==> src/rtl/shell_ctrl_regs.sv <==
// ============================================================================
//  Module      : shell_ctrl_regs
//  Description : AXI4-Lite control/status register bank for the shell.
//                Provides shell ID/capabilities, per-channel enables, a timed
//                role soft-reset generator and a maskable per-channel
//                interrupt aggregator.
//  Revision    : 1.0 - initial release
// ============================================================================
`default_nettype none

module shell_ctrl_regs #(
   parameter int          CHANNEL    = 4,
   parameter int          ADDR_WIDTH = 12,
   parameter int          RST_CYCLES = 16,
   parameter logic [31:0] SHELL_ID   = 32'h5AED_0001
) (
   input  logic                  clk,
   input  logic                  rst,
   input  logic [ADDR_WIDTH-1:0] s_axil_awaddr,
   input  logic                  s_axil_awvalid,
   output logic                  s_axil_awready,
   input  logic [31:0]           s_axil_wdata,
   input  logic [3:0]            s_axil_wstrb,
   input  logic                  s_axil_wvalid,
   output logic                  s_axil_wready,
   output logic [1:0]            s_axil_bresp,
   output logic                  s_axil_bvalid,
   input  logic                  s_axil_bready,
   input  logic [ADDR_WIDTH-1:0] s_axil_araddr,
   input  logic                  s_axil_arvalid,
   output logic                  s_axil_arready,
   output logic [31:0]           s_axil_rdata,
   output logic [1:0]            s_axil_rresp,
   output logic                  s_axil_rvalid,
   input  logic                  s_axil_rready,
   output logic                  role_rst,
   output logic [CHANNEL-1:0]    ch_en,
   input  logic [CHANNEL-1:0]    role_irq,
   output logic                  irq
);

   localparam int         CNT_W    = $clog2(RST_CYCLES + 1);
   localparam logic [1:0] C_OKAY   = 2'b00;
   localparam logic [1:0] C_DECERR = 2'b11;

   typedef enum logic [1:0] {W_IDLE = 2'd0, W_ACK = 2'd1, W_RESP = 2'd2} wstate_e;
   typedef enum logic [1:0] {R_IDLE = 2'd0, R_ACK = 2'd1, R_DATA = 2'd2} rstate_e;

   wstate_e             wstate_q;
   rstate_e             rstate_q;
   logic                awready_q, wready_q, bvalid_q, arready_q, rvalid_q;
   logic [1:0]          bresp_q, rresp_q;
   logic [31:0]         rdata_q;

   logic [31:0]         scratch_q, scratch_d;
   logic                gie_q, gie_d;
   logic [CHANNEL-1:0]  chen_q, chen_d;
   logic [CHANNEL-1:0]  stat_q, stat_d;
   logic [CHANNEL-1:0]  mask_q, mask_d;
   logic [CNT_W-1:0]    cnt_q, cnt_d;
   logic                irq_q, irq_d;

   logic                w_wr_hit, w_rd_hit, w_wr_en;
   logic [2:0]          w_wr_idx, w_rd_idx;
   logic [7:0]          w_sel;
   logic [31:0]         w_wmask;
   logic [31:0]         w_rdata;
   logic                w_unused_addr;

   // Byte-lane bits [1:0] do not take part in decoding
   assign w_unused_addr = ^{s_axil_awaddr[1:0], s_axil_araddr[1:0]};

   assign w_wr_idx = s_axil_awaddr[4:2];
   assign w_rd_idx = s_axil_araddr[4:2];

   // Only the lowest 32 bytes are mapped; everything above decodes as DECERR
   generate
      if (ADDR_WIDTH > 5) begin : g_hi_dec
         assign w_wr_hit = ~|s_axil_awaddr[ADDR_WIDTH-1:5];
         assign w_rd_hit = ~|s_axil_araddr[ADDR_WIDTH-1:5];
      end else begin : g_no_hi_dec
         assign w_wr_hit = 1'b1;
         assign w_rd_hit = 1'b1;
      end
   endgenerate

   assign w_wr_en = (wstate_q == W_ACK);
   assign w_sel   = (w_wr_en && w_wr_hit) ? (8'd1 << w_wr_idx) : 8'd0;
   assign w_wmask = {{8{s_axil_wstrb[3]}}, {8{s_axil_wstrb[2]}},
                     {8{s_axil_wstrb[1]}}, {8{s_axil_wstrb[0]}}};

   // Next-state for the register file, soft-reset counter and interrupt logic
   always_comb begin
      scratch_d = scratch_q;
      gie_d     = gie_q;
      chen_d    = chen_q;
      mask_d    = mask_q;
      stat_d    = stat_q;
      cnt_d     = (cnt_q != '0) ? cnt_q - 1'b1 : cnt_q;
      irq_d     = gie_q & (|(stat_q & mask_q));
      if (w_sel[2]) begin
         scratch_d = (scratch_q & ~w_wmask) | (s_axil_wdata & w_wmask);
      end
      if (w_sel[3] && s_axil_wstrb[0]) begin
         gie_d = s_axil_wdata[1];
         if (s_axil_wdata[0]) begin
            cnt_d = CNT_W'(RST_CYCLES);
         end
      end
      for (int i = 0; i < CHANNEL; i++) begin
         if (w_sel[4] && w_wmask[i]) chen_d[i] = s_axil_wdata[i];
         if (w_sel[6] && w_wmask[i]) mask_d[i] = s_axil_wdata[i];
         if (w_sel[5] && w_wmask[i] && s_axil_wdata[i]) stat_d[i] = 1'b0;
         // A new request in the same cycle as a clear keeps the bit set
         if (role_irq[i]) stat_d[i] = 1'b1;
      end
   end

   // Register file state; the counter restarts its full count on reset
   always_ff @(posedge clk or posedge rst) begin
      if (rst) begin
         scratch_q <= '0;
         gie_q     <= 1'b0;
         chen_q    <= '0;
         mask_q    <= '0;
         stat_q    <= '0;
         cnt_q     <= CNT_W'(RST_CYCLES);
         irq_q     <= 1'b0;
      end else begin
         scratch_q <= scratch_d;
         gie_q     <= gie_d;
         chen_q    <= chen_d;
         mask_q    <= mask_d;
         stat_q    <= stat_d;
         cnt_q     <= cnt_d;
         irq_q     <= irq_d;
      end
   end

   // Read data multiplexer
   always_comb begin
      w_rdata = '0;
      case (w_rd_idx)
         3'd0:    w_rdata = SHELL_ID;
         3'd1:    w_rdata = {24'd0, 8'(CHANNEL)};
         3'd2:    w_rdata = scratch_q;
         3'd3:    w_rdata = {30'd0, gie_q, 1'b0};
         3'd4:    w_rdata = 32'(chen_q);
         3'd5:    w_rdata = 32'(stat_q);
         3'd6:    w_rdata = 32'(mask_q);
         default: w_rdata = {31'd0, role_rst};
      endcase
      if (!w_rd_hit) w_rdata = '0;
   end

   // Write channel FSM: waits for address and data together, one-cycle ack
   always_ff @(posedge clk or posedge rst) begin
      if (rst) begin
         wstate_q  <= W_IDLE;
         awready_q <= 1'b0;
         wready_q  <= 1'b0;
         bvalid_q  <= 1'b0;
         bresp_q   <= C_OKAY;
      end else begin
         case (wstate_q)
            W_IDLE: begin
               if (s_axil_awvalid && s_axil_wvalid) begin
                  wstate_q  <= W_ACK;
                  awready_q <= 1'b1;
                  wready_q  <= 1'b1;
               end
            end
            W_ACK: begin
               wstate_q  <= W_RESP;
               awready_q <= 1'b0;
               wready_q  <= 1'b0;
               bvalid_q  <= 1'b1;
               bresp_q   <= w_wr_hit ? C_OKAY : C_DECERR;
            end
            W_RESP: begin
               if (s_axil_bready) begin
                  wstate_q <= W_IDLE;
                  bvalid_q <= 1'b0;
               end
            end
            default: begin
               wstate_q  <= W_IDLE;
               awready_q <= 1'b0;
               wready_q  <= 1'b0;
               bvalid_q  <= 1'b0;
            end
         endcase
      end
   end

   // Read channel FSM: one-cycle address ack, data held until accepted
   always_ff @(posedge clk or posedge rst) begin
      if (rst) begin
         rstate_q  <= R_IDLE;
         arready_q <= 1'b0;
         rvalid_q  <= 1'b0;
         rdata_q   <= '0;
         rresp_q   <= C_OKAY;
      end else begin
         case (rstate_q)
            R_IDLE: begin
               if (s_axil_arvalid) begin
                  rstate_q  <= R_ACK;
                  arready_q <= 1'b1;
               end
            end
            R_ACK: begin
               rstate_q  <= R_DATA;
               arready_q <= 1'b0;
               rvalid_q  <= 1'b1;
               rdata_q   <= w_rdata;
               rresp_q   <= w_rd_hit ? C_OKAY : C_DECERR;
            end
            R_DATA: begin
               if (s_axil_rready) begin
                  rstate_q <= R_IDLE;
                  rvalid_q <= 1'b0;
               end
            end
            default: begin
               rstate_q  <= R_IDLE;
               arready_q <= 1'b0;
               rvalid_q  <= 1'b0;
            end
         endcase
      end
   end

   assign s_axil_awready = awready_q;
   assign s_axil_wready  = wready_q;
   assign s_axil_bvalid  = bvalid_q;
   assign s_axil_bresp   = bresp_q;
   assign s_axil_arready = arready_q;
   assign s_axil_rvalid  = rvalid_q;
   assign s_axil_rdata   = rdata_q;
   assign s_axil_rresp   = rresp_q;
   assign role_rst       = (cnt_q != '0);
   assign ch_en          = chen_q;
   assign irq            = irq_q;

endmodule

`default_nettype wire

==> config.mk <==
export PLATFORM = sky130hd
export DESIGN_NAME = shell_ctrl_regs
export DESIGN_NICKNAME = d
export VERILOG_FILES = /design/src/rtl/shell_ctrl_regs.sv
export SDC_FILE = /design/constraint.sdc
export NUM_CORES = 1
export LEC_CHECK = 0
export BUFFER_PORTS_ARGS = -buffer_cell sky130_fd_sc_hd__clkbuf_2
export CAP_MARGIN = 20
export CORE_AREA = 10 10 83 114
export CTS_CLUSTER_DIAMETER = 100
export DETAILED_ROUTE_END_ITERATION = 16
export DIE_AREA = 0 0 93 124
export GPL_TIMING_DRIVEN = 0
export PLACE_DENSITY = 0.81
export SKIP_LAST_GASP = 1
export SYNTH_ARGS = -nofsm -noshare
export SYNTH_HDL_FRONTEND = slang
export SYNTH_SLANG_ARGS = --single-unit
==> constraint.sdc <==
create_clock -name clk -period 5.3 [get_ports clk]
set_input_delay 1.06 -clock clk [delete_from_list [all_inputs] [get_ports clk]]
set_output_delay 1.06 -clock clk [all_outputs]
set_load 0.03 [all_outputs]
==> impl_metrics.yaml, run 1 <==
outcome:
  status: "finished clean"
global_route:
  first_global_vias: 2972
  grt_util_all_layers_pct: 16.4
  grt_overflow_total: 0
  grt_pass1_wl_mm: 14.7
  grt_max_degree: 55
  antenna_found_initial: 0
min_path:
  hold_path_class: "flop to flop"
pwr:
  p_leak_nw: 2.44
  vdd_drop_max_uv: 233
  power.density_mw_per_mm2: 329
place:
  place_ws_ns: 2.25
  globalplace.congestion: 0.843
  hpwl_mm: 7.11
  port_buffers: 113
clock_tree:
  cts_resized: 0
  ctsRootBufferMaster: "clkbuf_8"
  clock_latency_ns: 0.38
  cts_max_path_buffers: 2
  cts_buffers: 9
  cts.clk_slew.worst_paths_ns: 0.08
  cts_hold_buf: 0
  post_cts_buffers: 0
  ctsHtreeMaxLevel: 3
  cts.sinks: 93
  cts_tree: "done"
floorplanning:
  die_h_um: 124
  ios: 118
  die-area_mm2: 0.0115
  start_util_pct: 52.4
  chipWidth_um: 93
  core_area_mm2: 0.00731
  num_rows: 37
logic_synthesis:
  synth_compound_area_share_pct: 12.5
  synth_fa_ha_area_share_pct: 0.326
  async_flop_share_pct: 100
  yosys_warnings: 0
  ys_seq_elements: 93
  muxShareOfSynthArea_pct: 13.2
  yosys.area.top_type: "dfrtp_1"
  synthSimpleGateAreaFrac_pct: 9.98
  avgSynthCellArea_um2: 12.8
  synth_edf_count: 0
  yosysUniqueCellTypes: 36
  yosys-top-cells-area: "dfrtp_1 60%, mux2_2 13%, a22o_1 4.8%"
  synth.most_common_cell: "dfrtp_1"
  syn_area_mm2: 0.00383
  ys_seq_area_share_pct: 60.7
  synth_common_cells: "92 x dfrtp_1, 45 x mux2_2, 21 x a22o_1, 20 x nand2_1, 15 x o21ai_0"
  syn_nets: 371
  synthXorXnorAreaFrac_pct: 0.685
  synth.top_cell.area_share_pct: 60.0
  synth_top_family_by_area: "multiplexers"
  synthCells: 299
  synth_flop_cell: "dfrtp_1"
sta:
  finalMaxSlewViolations: 0
  setup_tns_ns: 0
  maxSlewHeadroom_pct: 38.5
  rsz0062_at_grt: "no"
  layout_min_cycle_time_ns: 3.04
  final_hold_viol_count: 0
  finalSetupViolCount: 0
  fmax_mhz: 329
  worst_slack_ns: 2.26
  period_share_pct: 57.4
  skew_ns: 0.00748
  tightest_slew_ns: 0.914
setup_path:
  endpoint_kind: "output pin"
  cp.arrival_ns: 1.98
  crit_fanout: 7
  worstPathRequired_ns: 4.24
  crit_path_start_kind: "flop"
  worst-setup-path-type: "flop to output pin"
routing:
  wl_per_cell_um: 17.5
  vias_per_cell: 5.36
  num_vias: 2827
  drc: 0
  drt_iter0_drc: 118
  finalWirelength_mm: 9.23
  drt_first_pass_iters: 4
  ant_nets: 0
layout:
  final_nets: 497
  antenna_cells: 0
  synthToLayoutAreaGrowth_pct: 24.7
  drive_gt1_share_pct: 43.5
run:
  maxCapViolCount: 0
==> power by group <==
group          internal, mW  switching, mW
Combinational        0.0999          0.162
Sequential            0.748         0.0328
Clock                 0.290          0.239
==> placed cells by master (no fill, tap or decap), types with 8 or more instances in the layout <==
master and count:
a21oi_1 13, a22o_1 21, clkbuf_1 12, clkbuf_2 113, clkbuf_8 11, dfrtp_1 92, inv_1 8, mux2_2 45
nand2_1 20, o21ai_0 15
==> per-stage QoR <==
| step | instance area [um2] | power, mW | hold WS, ns | util, % | std cells |
|---|---|---|---|---|---|
| 2_1_floorplan | 3830 | 0.967 | 0.450 | - | 299 |
| 3_3_place_gp | 4520 | 1.04 | 0.463 | 61.8 | 509 |
| 3_5_place_dp | 4550 | 1.06 | 0.469 | 62.2 | 510 |
| 4_1_cts | 4780 | 1.58 | 0.488 | 65.3 | 526 |
| 5_1_grt | 4780 | 1.65 | 0.504 | 65.4 | 527 |
| 6_report | 4780 | 1.57 | 0.488 | 65.4 | 527 |
==> path summary, 6_finish.rpt <==
check | start | end | slack [ns] | depth (start not counted)
max | cnt_q[0]$_DFF_PP0_ | role_rst | 2.26 | 5
min | flop | s_axil_rdata[8]$_DFFE_PP0P_ | 0.49 | 1
min reg2reg | flop | s_axil_rdata[8]$_DFFE_PP0P_ | 0.49 | 1
max in group asynchronous | rst | cnt_q[4]$_DFF_PP1_ | 3.93 | 3
min in group asynchronous | rst | s_axil_rdata[9]$_DFFE_PP0P_ | 0.70 | 2
max reg2reg | rstate_q[0]$_DFFE_PP0P_ | s_axil_rdata[11]$_DFFE_PP0P_ | 3.20 | 5
==> kinds of logic after synthesis <==
logic type,after synthesis
buf+inv,23
fa+ha+maj,1
flops,93
compound gates,69
simple gates,65
mux,45
xor+xnor,3
==> metal layers <==
| metal | vias to the layer above | part of all wire [%] | track usage [%] |
|---|---|---|---|
| li1 | 1343 | - | - |
| met2 | 57 | 58 | 30.7 |
| met3 | 15 | 5.0 | 5.48 |
| met1 | 1412 | 35 | 16.2 |
| met5 | - | 0 | 0 |
| met4 | 0 | 2.0 | 6.87 |
==> worst max-delay path, cell delays in order (launching register included) <==
cell      delay (ns)
dfrtp_1         0.38
inv_1           0.09
ha_1            0.21
nor4b_2         0.61
inv_1           0.10
clkbuf_2        0.21
==> final cells by class <==
type / instances / area (um2)
plain buffers: 14 / 63.8
well taps: 97 / 121
repair buffers: 115 / 598
inverters: 9 / 36.3
clock inverters: 4 / 70.1
multi-input cells: 183 / 1410
flip-flops and latches: 93 / 2330
clock buffers: 12 / 155
fillers: 610 / 2530
(Power assumes the default switching activity.)
==> inputs of run 2 (changes only) <==
- ABC_AREA: not set -> 1
- CORE_AREA: 10 10 83 114 -> 10 10 88 121
- DIE_AREA: 0 0 93 124 -> 0 0 98 131
- PLACE_DENSITY: 0.81 -> 0.78
- clock period: 5.3 -> 2.8 ns (I/O delays scaled with it)
==> impl_metrics.yaml, run 2 <==
outcome:
  status: "finished clean"
clock_tree:
  cts_hold_buf: 0
  cts.clk_slew.worst_paths_ns: 0.06
  post_cts_buffers: 0
  ctsRootBufferMaster: "clkbuf_16"
  ctsHtreeMaxLevel: 3
  cts_resized: 0
  cts_tree: "done"
  clock_latency_ns: 0.34
  cts_buffers: 9
  cts.sinks: 93
  cts_max_path_buffers: 2
setup_path:
  crit_path_start_kind: "flop"
  worst-setup-path-type: "flop to output pin"
  cp.arrival_ns: 1.55
  crit_fanout: 5
  endpoint_kind: "output pin"
  ff2ff_setup_slack_ns: 1.19
  worstPathRequired_ns: 2.24
logic_synthesis:
  yosysUniqueCellTypes: 26
  yosys-top-cells-area: "dfrtp_1 54%, nand2_1 20%, nand4_1 6.7%"
  yosys_warnings: 0
  synth.most_common_cell: "nand2_1"
  synth_flop_cell: "dfrtp_1"
  syn_nets: 606
  ys_seq_elements: 93
  synthCells: 534
  async_flop_share_pct: 100
  synth_common_cells: "229 x nand2_1, 92 x dfrtp_1, 46 x nand4_1, 43 x inv_1, 39 x nand3_1"
  synth.top_cell.area_share_pct: 53.6
  synth_edf_count: 0
  ys_seq_area_share_pct: 54.2
  yosys.area.top_type: "dfrtp_1"
  avgSynthCellArea_um2: 8.05
  syn_area_mm2: 0.00430
sta:
  final_hold_viol_count: 0
  rsz0062_at_grt: "no"
  finalSetupViolCount: 0
  layout_min_cycle_time_ns: 2.11
  maxSlewHeadroom_pct: 63.4
  fmax_mhz: 475
  skew_ns: 0.00478
  finalMaxSlewViolations: 0
  period_share_pct: 75.2
  tightest_slew_ns: 0.545
  setup_tns_ns: 0
global_route:
  grt_overflow_total: 0
  grt_pass1_wl_mm: 18.5
  grt_util_all_layers_pct: 17.7
  antenna_found_initial: 0
  first_global_vias: 3976
  grt_max_degree: 44
layout:
  seqCellArea_mm2: 0.00233
  synthToLayoutAreaGrowth_pct: 25.0
  fin_cells: 765
  multi_input_area_mm2: 0.00164
  final_nets: 727
  antenna_cells: 0
  final_core_utilization_pct: 63.5
  layout_common_cells: "229 x nand2_1, 108 x clkbuf_2, 92 x dfrtp_1, 46 x nand4_1, 42 x inv_1"
  fillers: 755
  final_common_cell: "nand2_1"
  drive_gt1_share_pct: 23.5
floorplanning:
  ios: 118
  start_util_pct: 50.8
  die_h_um: 131
  num_rows: 40
  die-area_mm2: 0.0128
  chipWidth_um: 98
  core_area_mm2: 0.00846
place:
  port_buffers: 108
  globalplace.congestion: 0.875
  place_inst: 749
  hpwl_mm: 8.80
routing:
  ant_nets: 0
  vias_per_cell: 5.17
  drt_first_pass_iters: 5
  drc: 0
  finalWirelength_mm: 11.3
  drt_iter0_drc: 146
  num_vias: 3955
  wl_per_cell_um: 14.7
pwr:
  p_leak_nw: 3.12
  power.density_mw_per_mm2: 643
  finalPower_mw: 3.45
  vdd_drop_max_uv: 481
min_path:
  hold_path_class: "primary input to async pin"
run:
  maxCapViolCount: 0
run 2: cell count changes in the layout (fill, tap and decap cells not counted), sizes merged, moves of 17 or more:
| cell | change |
|---|---|
| a22o | -21 |
| buf | +17 |
| inv | +34 |
| mux2 | -45 |
| nand2 | +209 |
| nand3 | +33 |
| nand4 | +45 |
| nor2 | +27 |
run 2: worst paths after layout:
path,from,end,depth (start not counted)
hold reg to reg,cnt_q[4]$_DFF_PP1_,cnt_q[4]$_DFF_PP1_,2
hold / removal,rst,s_axil_arready$_DFFE_PP0P_,2
setup / recovery,cnt_q[0]$_DFF_PP0_,role_rst,4
min in group clk,role_irq[1],stat_q[1]$_DFFE_PP0P_,3
setup reg to reg,wstate_q[1]$_DFFE_PP0P_,flop,6
max in group asynchronous,rst,cnt_q[4]$_DFF_PP1_,3
run 2: worst max-delay path: stages (launching register included):
cell and delay, ns:
dfrtp_1 0.40, inv_1 0.06, ha_1 0.23, nand3b_1 0.25
clkbuf_2 0.27
run 2: cell type report:
class	count	area share (%)
sequential	93	43.3
multi-input combinational	369	30.6
timing repair buffer	110	10.8
clock buffer	11	4.71
inverter	45	3.21
buffer	27	2.89
tap	105	2.45
clock inverter	5	1.98
run 2: logic make-up after synthesis:
| kind of cell | count (synthesis) | share of synthesized area [%] |
|---|---|---|
| AND/OR/NAND/NOR | 357 | 36.3 |
| flip-flops | 93 | 54.2 |
| buffers and inverters | 72 | 7.54 |
| AO/OA/AOI/OAI | 8 | 1.02 |
| XOR/XNOR | 3 | 0.612 |
| adder cells (fa/ha/maj) | 1 | 0.291 |
run 2: report_power, final:
part | total [mW] | switching [mW] | leakage, nW | internal [mW]
Combinational | 0.557 | 0.378 | 1.72 | 0.180
Sequential | 1.47 | 0.0510 | 1.22 | 1.42
Clock | 1.42 | 0.503 | 0.172 | 0.922
run 2: metal layers:
metal,vias to the layer above,GRT usage (%),wire [um]
met5,-,0,0
met4,0,8.23,236
met3,21,3.78,670
met2,119,31.2,5950
met1,1867,20.0,4410
li1,1948,-,-
run 2: stage by stage:
step	worst slack, ns	area (um2)	hold WS, ns
floorplan	1.15	4300	0.442
global placement	0.578	4970	0.454
detailed placement	0.962	5010	0.456
CTS	0.684	5370	0.254
global route	0.622	5370	0.291
finish	0.695	5370	0.246
==> inputs of run 3 (changes only) <==
- clock period: 2.8 -> 1.95 ns (I/O delays scaled with it)
==> impl_metrics.yaml, run 3 (synthesis results as in run 2) <==
setup_path:
  worst-setup-path-type: "flop to output pin"
  path_cells: "inv_1, ha_1, nand3b_1, buf_2"
  crit_fanout: 4
  cp.arrival_ns: 1.43
  cp_num_cells: 4
  crit_path_start_kind: "flop"
  reg2reg_depth: 6
  startpoint: "cnt_q[0]$_DFF_PP0_"
  endpoint: "role_rst"
  worstReg2RegStart: "wstate_q[1]$_DFFE_PP0P_"
  worstPathRequired_ns: 1.56
  cp_num_buf_inv: 2
  ff2ff_setup_slack_ns: 0.38
  endpoint_kind: "output pin"
  max_stage_delay_ns: 0.40
  crit_family: "flip-flops"
  slowest_stage: "dfrtp_1"
layout:
  final_core_utilization_pct: 63.7
  layout_common_cells: "229 x nand2_1, 107 x clkbuf_2, 92 x dfrtp_1, 46 x nand4_1, 42 x inv_1"
  synthToLayoutAreaGrowth_pct: 25.4
  seqCellArea_mm2: 0.00233
  fin_cells: 767
  antenna_cells: 0
  drive_gt1_share_pct: 23.7
  fillers: 754
  multi_input_area_mm2: 0.00164
  final_nets: 729
  final_common_cell: "nand2_1"
  fin_area_mm2: 0.00539
floorplanning:
  ios: 118
  chipWidth_um: 98
  die_h_um: 131
  core_area_mm2: 0.00846
  die-area_mm2: 0.0128
  num_rows: 40
  start_util_pct: 50.8
routing:
  wl_per_cell_um: 14.7
  drt_first_pass_iters: 4
  vias_per_cell: 5.15
  num_vias: 3948
  finalWirelength_mm: 11.3
  drc: 0
  ant_nets: 0
  drt_iter0_drc: 150
global_route:
  grt_pass1_wl_mm: 18.5
  antenna_found_initial: 0
  grt_overflow_total: 0
  grt_max_degree: 44
  grt_util_all_layers_pct: 17.7
  first_global_vias: 3976
run:
  maxCapViolCount: 0
clock_tree:
  ctsRootBufferMaster: "clkbuf_16"
  cts.clk_slew.worst_paths_ns: 0.06
  cts.sinks: 93
  ctsHtreeMaxLevel: 3
  clock_latency_ns: 0.34
  cts_hold_buf: 0
  cts_tree: "done"
  cts_max_path_buffers: 2
  cts_buffers: 9
sta:
  tightest_slew_ns: 0.537
  skew_ns: 0.00467
  finalMaxSlewViolations: 0
  rsz0062_at_grt: "no"
  maxSlewHeadroom_pct: 63.9
  finalSetupViolCount: 0
  worst_hold_slack_ns: 0.0807
  final_hold_viol_count: 0
  layout_min_cycle_time_ns: 1.82
  fmax_mhz: 548
  period_share_pct: 93.5
place:
  hpwl_mm: 8.80
  postPlaceCellArea_mm2: 0.00501
  place_inst: 749
  port_buffers: 108
  globalplace.congestion: 0.875
outcome:
  status: "finished clean"
min_path:
  hold_path_class: "primary input to async pin"
pwr:
  p_leak_nw: 3.12
  vdd_drop_max_uv: 692
  power.density_mw_per_mm2: 924
## run 3: cell types whose count changed in the layout (fill, tap and decap cells not counted)
cell | before | now
clkbuf_2 | 108 | 107
buf_2 | 13 | 14
buf_4 | 4 | 6
## run 3: how the worst min path moves through the flow
| stage | cells after the start | start | slack (ns) | to |
|---|---|---|---|---|
| final | 2 | rst | 0.08 | s_axil_arready$_DFFE_PP0P_ |
| after global routing | 2 | rst | 0.12 | s_axil_rdata[1]$_DFFE_PP0P_ |
| after CTS | 2 | rst | 0.08 | s_axil_rdata[3]$_DFFE_PP0P_ |
| after detailed placement | 2 | rst | 0.45 | s_axil_arready$_DFFE_PP0P_ |
| after global placement | 2 | flop | 0.45 | flop |
| after floorplan | 2 | flop | 0.44 | flop |
## run 3: layout make-up
class / count / share of cell area (%)
inverters: 45 / 3.21
clock buffers: 11 / 4.69
repair buffers: 112 / 11.1
well taps: 105 / 2.44
multi-input cells: 369 / 30.5
clock inverters: 5 / 1.97
flip-flops and latches: 93 / 43.2
plain buffers: 27 / 2.88
## run 3: report_power, final
part	switching [mW]	leakage, nW	internal [mW]
logic	0.547	1.73	0.275
clock network	0.719	0.172	1.32
registers	0.0731	1.22	2.04
total	1.34	3.12	3.64
## run 3: layer usage
metal / routed length, um / GRT usage, % / share of wire, %
met1: 4390 / 20.0 / 39
met5: 0 / 0 / 0
met2: 6020 / 31.2 / 53
met3: 659 / 3.78 / 5.8
met4: 235 / 8.23 / 2.1
## run 3: stage by stage
stage	setup slack [ns]	TNS, ns	total power [mW]
2_1_floorplan	0.469	0	2.68
3_3_place_gp	-0.102	-8.84	2.91
3_5_place_dp	0.282	0	2.95
4_1_cts	0.00372	0	4.99
5_1_grt	0.0534	0	5.20
6_report	0.127	0	4.98
## run 3: repair_timing
| item | in CTS | in global routing |
|---|---|---|
| resized for setup | 0 | 1 |
| setup buffers | 0 | 2 |
| setup endpoints to repair | 0 | 1 |
## run 3: worst reg2reg max path, stage by stage (launching register included)
cell and delay [ns]:
dfrtp_1 0.42, nor2_2 0.18, nand3_2 0.10, nor2_4 0.20
nand3_1 0.31, nand2_1 0.18, nand2_1 0.07
